### config.mk
export PLATFORM = sky130hd
export DESIGN_NAME = interrupt_controller
export DESIGN_NICKNAME = d
export VERILOG_FILES = /design/src/rtl/interrupt_controller.sv
export SDC_FILE = /design/constraint.sdc
export NUM_CORES = 1
export LEC_CHECK = 0
export ABC_CLOCK_PERIOD_IN_PS = 4100
export CORE_UTILIZATION = 44
export CTS_CLUSTER_SIZE = 25
export DETAILED_ROUTE_END_ITERATION = 10
export GPL_ROUTABILITY_DRIVEN = 0
export PLACE_DENSITY = 0.84
export SLEW_MARGIN = 20
export SYNTH_ARGS = -nofsm -noshare
export SYNTH_HDL_FRONTEND = slang
export SYNTH_SLANG_ARGS = --single-unit
### constraint.sdc
create_clock -name Clk -period 4.1 [get_ports Clk]
set_input_delay 1.23 -clock Clk [delete_from_list [all_inputs] [get_ports Clk]]
set_output_delay 1.23 -clock Clk [all_outputs]
set_load 0.02 [all_outputs]
### src/rtl/interrupt_controller.sv
// Interrupt controller for the multicycle MIPS core: synchronises and edge-detects
// maskable and NMI request lines, prioritises them and offers one at a time at preFetch.
module interrupt_controller #(
    parameter int                   NUM_IRQ    = 4,
    parameter int                   VEC_WIDTH  = 32,
    parameter logic [VEC_WIDTH-1:0] INT_BASE   = 32'h00000080,
    parameter int                   VEC_STRIDE = 16,
    parameter logic [VEC_WIDTH-1:0] NMI_VEC    = 32'h00000100
) (
    input  logic                 Clk,
    input  logic                 Rst_n,
    input  logic [NUM_IRQ-1:0]   Irq,
    input  logic                 Nmi,
    input  logic                 INTD,
    input  logic                 MaskWe,
    input  logic [NUM_IRQ-1:0]   MaskIn,
    input  logic                 Boundary,
    input  logic                 Ack,
    input  logic                 Eret,
    output logic                 isInterrupted,
    output logic                 INA,
    output logic [2:0]           IntId,
    output logic [VEC_WIDTH-1:0] IntVector,
    output logic [NUM_IRQ-1:0]   Mask,
    output logic [NUM_IRQ:0]     Pending,
    output logic [1:0]           InService
);

    // Line NUM_IRQ of every per-line vector is the NMI.
    localparam int NL = NUM_IRQ + 1;

    typedef enum logic {
        IDLE  = 1'b0,
        OFFER = 1'b1
    } state_t;

    logic [NL-1:0]        pins;
    logic [NL-1:0]        sync1_q, sync2_q, prev_q;
    logic [NL-1:0]        edge_w;
    logic [NL-1:0]        clr_w;
    logic [NL-1:0]        pending_q, pending_d;
    logic [NUM_IRQ-1:0]   mask_q, mask_d;
    logic                 nmi_active_q, nmi_active_d;
    logic                 int_active_q, int_active_d;
    state_t               state_q, state_d;
    logic                 is_int_q, is_int_d;
    logic                 ina_q, ina_d;
    logic [2:0]           int_id_q, int_id_d;
    logic [VEC_WIDTH-1:0] vec_q, vec_d;

    logic                 ack_take;
    logic [NUM_IRQ-1:0]   sel_w;
    logic                 cand_valid, cand_nmi;
    logic [2:0]           cand_id;
    logic [VEC_WIDTH-1:0] cand_vec;

    assign pins = {Nmi, Irq};

    // Per-line two-flop synchroniser plus previous-value register; reset to 0 so a
    // line already high when reset releases is reported as a rising edge.
    generate
        for (genvar gi = 0; gi < NL; gi++) begin : g_line
            always_ff @(posedge Clk or negedge Rst_n) begin
                if (!Rst_n) begin
                    sync1_q[gi] <= 1'b0;
                    sync2_q[gi] <= 1'b0;
                    prev_q[gi]  <= 1'b0;
                end else begin
                    sync1_q[gi] <= pins[gi];
                    sync2_q[gi] <= sync1_q[gi];
                    prev_q[gi]  <= sync2_q[gi];
                end
            end
            assign edge_w[gi] = sync2_q[gi] & ~prev_q[gi];
        end
    endgenerate

    // Candidate selection: NMI first, then the lowest enabled maskable line.
    assign sel_w = pending_q[NUM_IRQ-1:0] & mask_q;

    always_comb begin
        cand_nmi   = pending_q[NUM_IRQ] & ~nmi_active_q;
        cand_valid = cand_nmi;
        cand_id    = 3'd0;
        if (!cand_nmi && !INTD && !int_active_q && !nmi_active_q && (|sel_w)) begin
            cand_valid = 1'b1;
            for (int i = NUM_IRQ - 1; i >= 0; i--) begin
                if (sel_w[i]) begin
                    cand_id = 3'(i);
                end
            end
        end
    end

    assign cand_vec = cand_nmi ? NMI_VEC
                               : INT_BASE + VEC_WIDTH'(cand_id) * VEC_WIDTH'(VEC_STRIDE);

    // Offer FSM: an offer, once made, is held unchanged until the controller acks it.
    always_comb begin
        state_d  = state_q;
        is_int_d = is_int_q;
        ina_d    = ina_q;
        int_id_d = int_id_q;
        vec_d    = vec_q;
        ack_take = 1'b0;
        case (state_q)
            IDLE: begin
                if (Boundary && cand_valid) begin
                    state_d  = OFFER;
                    is_int_d = 1'b1;
                    ina_d    = ~cand_nmi;
                    int_id_d = cand_id;
                    vec_d    = cand_vec;
                end
            end
            OFFER: begin
                if (Ack) begin
                    ack_take = 1'b1;
                    state_d  = IDLE;
                    is_int_d = 1'b0;
                end
            end
            default: begin
                state_d  = IDLE;
                is_int_d = 1'b0;
            end
        endcase
    end

    always_comb begin
        clr_w = '0;
        for (int i = 0; i < NUM_IRQ; i++) begin
            clr_w[i] = ack_take & ina_q & (int_id_q == 3'(i));
        end
        clr_w[NUM_IRQ] = ack_take & ~ina_q;
    end

    // A new edge wins over a same-cycle acknowledge clear.
    assign pending_d = (pending_q & ~clr_w) | edge_w;
    assign mask_d    = MaskWe ? MaskIn : mask_q;

    // Eret retires the innermost level first; a same-cycle Ack then marks the new one.
    always_comb begin
        nmi_active_d = nmi_active_q;
        int_active_d = int_active_q;
        if (Eret) begin
            if (nmi_active_q) begin
                nmi_active_d = 1'b0;
            end else begin
                int_active_d = 1'b0;
            end
        end
        if (ack_take) begin
            if (ina_q) begin
                int_active_d = 1'b1;
            end else begin
                nmi_active_d = 1'b1;
            end
        end
    end

    always_ff @(posedge Clk or negedge Rst_n) begin
        if (!Rst_n) begin
            pending_q    <= '0;
            mask_q       <= '0;
            nmi_active_q <= 1'b0;
            int_active_q <= 1'b0;
            state_q      <= IDLE;
            is_int_q     <= 1'b0;
            ina_q        <= 1'b0;
            int_id_q     <= 3'd0;
            vec_q        <= '0;
        end else begin
            pending_q    <= pending_d;
            mask_q       <= mask_d;
            nmi_active_q <= nmi_active_d;
            int_active_q <= int_active_d;
            state_q      <= state_d;
            is_int_q     <= is_int_d;
            ina_q        <= ina_d;
            int_id_q     <= int_id_d;
            vec_q        <= vec_d;
        end
    end

    assign isInterrupted = is_int_q;
    assign INA           = ina_q;
    assign IntId         = int_id_q;
    assign IntVector     = vec_q;
    assign Mask          = mask_q;
    assign Pending       = pending_q;
    assign InService     = {nmi_active_q, int_active_q};

endmodule

==> impl_results.md <==
* Status: finished, final reports clean
* H-tree lvl count at 2
* CTS tree: built
* Yosys cell types at 23
* Crit Path Category: reg2out
* CP Cell Sequence: clkdlybuf4s50_1
* Post-cts sizing count at 0
* DRC at 0
* Starting Density at 46.4%
* Seq/Total Area, Yosys at 59.5%
* Wire length on met2 at 1.16 mm
* Maximum VDD drop at 0.000283 V
* Setup bufs post-CTS at 0
* Worst path arrival time at 1.47 ns
* Pwr/cell area at 534 nW/um2
* CP Launch Type: flip-flop
* CP Data Required Time at 2.87 ns
* Worst-path clk slew at 0.11 ns
* Ys Warns at 0
* Layout cells sized above 1 at 11.4%
* Skew final at 0.0165 ns
* Gr ovfl total at 0
* Asr flop ratio synth at 100%
* Hold_buf cts at 0
* Crit-path max FO at 7
* Tcrit/Tclk final at 65.7%
* Met1 wire length at 928 um
* Synth area leader: dfrtp_1
* Number of global-route vias before repair at 844
* Core area at 3080 um2
* First-pass GRT wire length at 3.65 mm
* CTS Root Cell: clkbuf_4
* Drt first pass iters at 6
* Final min period at 2.70 ns
* Detailed Place HPWL at 1.80 mm
* Ant diodes at 0
* Post-Syn Area per Cell at 12.0 um2
* Drt total wl at 2.37 mm
* Clk buf depth at 2
* Delay-heaviest family, CP: buffers and inverters
* Routed wire per std cell at 11.7 um
* Slowest Stage Delay on Critical Path at 0.65 ns
* Leakage at 0.848 nW
* Slowest-stage cell, CP: clkdlybuf4s50_1
* MaxCap Viol Count at 0
* CP bufs+invs at 1
* Post-synth top area share at 59.5%
* Met3 wire length at 244 um
* Pins Over Slew Limit at 0
* Synthesized area at 1430 um2
* HP Class: reg2reg
* GRT Resource Usage Total at 15.0%
* Initial antenna violation count at 0
* Final hold violations at 0
* Setup violators final at 0
* Full die area at 3480 um2
* Post-DRT Antenna Nets at 0
* Cells after synthesis at 119
* Die width at 59.0 um
* Ys flop type: dfrtp_1
* Final core utilization at 57.6%
* Vias per cell at 4.60
* Top layer in use: met4
* Cts bufs inserted at 5
* RSZ-0062 raised after global routing: false
* Post-synth EDFFs at 0
* Critical path capture point type: output pin
* Die height at 59.0 um
* Fmax at 371 MHz
* DR iter-0 viols at 25
* Synth top area cells: dfrtp_1 (60%), buf_4 (17%), o21ai_0 (3.5%)
* Setup TNS at 0 ns
* Pin count of the biggest net entering global routing at 35
* DR vias at 929
* Most common cell in the netlist: dfrtp_1
* Site Rows at 20
* Final Net Count at 173
* I/O pins at 64
* Layout area overhead at 24.2%
* CTS sink count at 34
* Filler Cell Count at 246
* FF+latch count, synth at 34
* Clock insertion delay at the later pin of the skew report at 0.34 ns
* Commonest cells in the netlist: dfrtp_1 (34), buf_4 (32), o21ai_0 (10)
* Port Buffers at 34
power by group:
group	leakage [nW]	internal (mW)	switching, mW
Clock	0.0450	0.126	0.113
Combinational	0.407	0.126	0.150
Sequential	0.396	0.386	0.0469
registers in the layout, indices dropped and copies added, names as in the netlist:
| register | count |
|---|---|
| IntId | 2 |
| IntVector | 4 |
| int_active_q | 1 |
| sync2_q | 5 |
| nmi_active_q | 1 |
| Pending | 5 |
| sync1_q | 5 |
| isInterrupted | 1 |
| Mask | 4 |
| prev_q | 5 |
| state_q | 1 |
metrics by stage:
| step | setup slack, ns | total power [mW] | instances | area, um2 | hold WS [ns] |
|---|---|---|---|---|---|
| final | 1.40 | 0.948 | 202 | 1770 | 0.360 |
| after global routing | 1.34 | 1.00 | 202 | 1770 | 0.370 |
| after CTS | 1.40 | 0.956 | 202 | 1770 | 0.361 |
| after detailed placement | 1.18 | 0.717 | 194 | 1700 | 0.336 |
| after global placement | 1.24 | 0.709 | 194 | 1700 | 0.332 |
| after floorplan | 1.69 | 0.620 | 147 | 1530 | 0.331 |
cell families after synthesis:
group	Yosys count	share of synthesized area, %
flops	34	59.5
compound gates	22	11.0
mux	4	3.15
buf+inv	40	18.9
other cells	1	0.262
simple gates	18	7.09
metal layers:
layer / global-route usage [%] / vias to the layer above
met2: 25.2 / 73
li1: - / 413
met5: 0 / -
met1: 15.9 / 439
met3: 7.21 / 4
met4: 7.14 / 0
path summary, 6_finish.rpt:
check	from	endpoint	cells past startpoint	slack, ns
setup / recovery	IntVector[7]	INA	1	1.40
hold / removal	sync1_q[0]	sync2_q[0]	0	0.36
setup reg to reg	nmi_active_q	IntId[1]	4	2.34
hold reg to reg	sync1_q[0]	sync2_q[0]	0	0.36
max in group asynchronous	Rst_n	sync1_q[0]	2	2.52
min in group asynchronous	Rst_n	isInterrupted	2	1.27
cell usage in the layout (no fill, tap or decap), drive strengths merged:
master	instances
nor4b	1
a21o	5
a22oi	1
nand3	2
dfrtp	34
a211oi	1
nor2	3
conb	29
o2bb2ai	1
buf	1
o31ai	2
a311o	1
clkdlybuf4s50	34
nor3b	1
clkinv	2
nand4	1
nand2	7
or4	1
bufinv	1
inv	8
nand2b	2
clkbuf	5
a311oi	1
o21ai	10
mux2	4
area by class of cell:
class / instances / area [um2] / area share (%)
clock inverters: 3 / 40.0 / 2.26
repair buffers: 35 / 348 / 19.6
well taps: 44 / 55.1 / 3.10
flip-flops and latches: 34 / 851 / 48.0
multi-input cells: 73 / 413 / 23.3
inverters: 8 / 30.0 / 1.69
clock buffers: 5 / 37.5 / 2.12
Note: power is estimated with default switching activity, not from simulation.
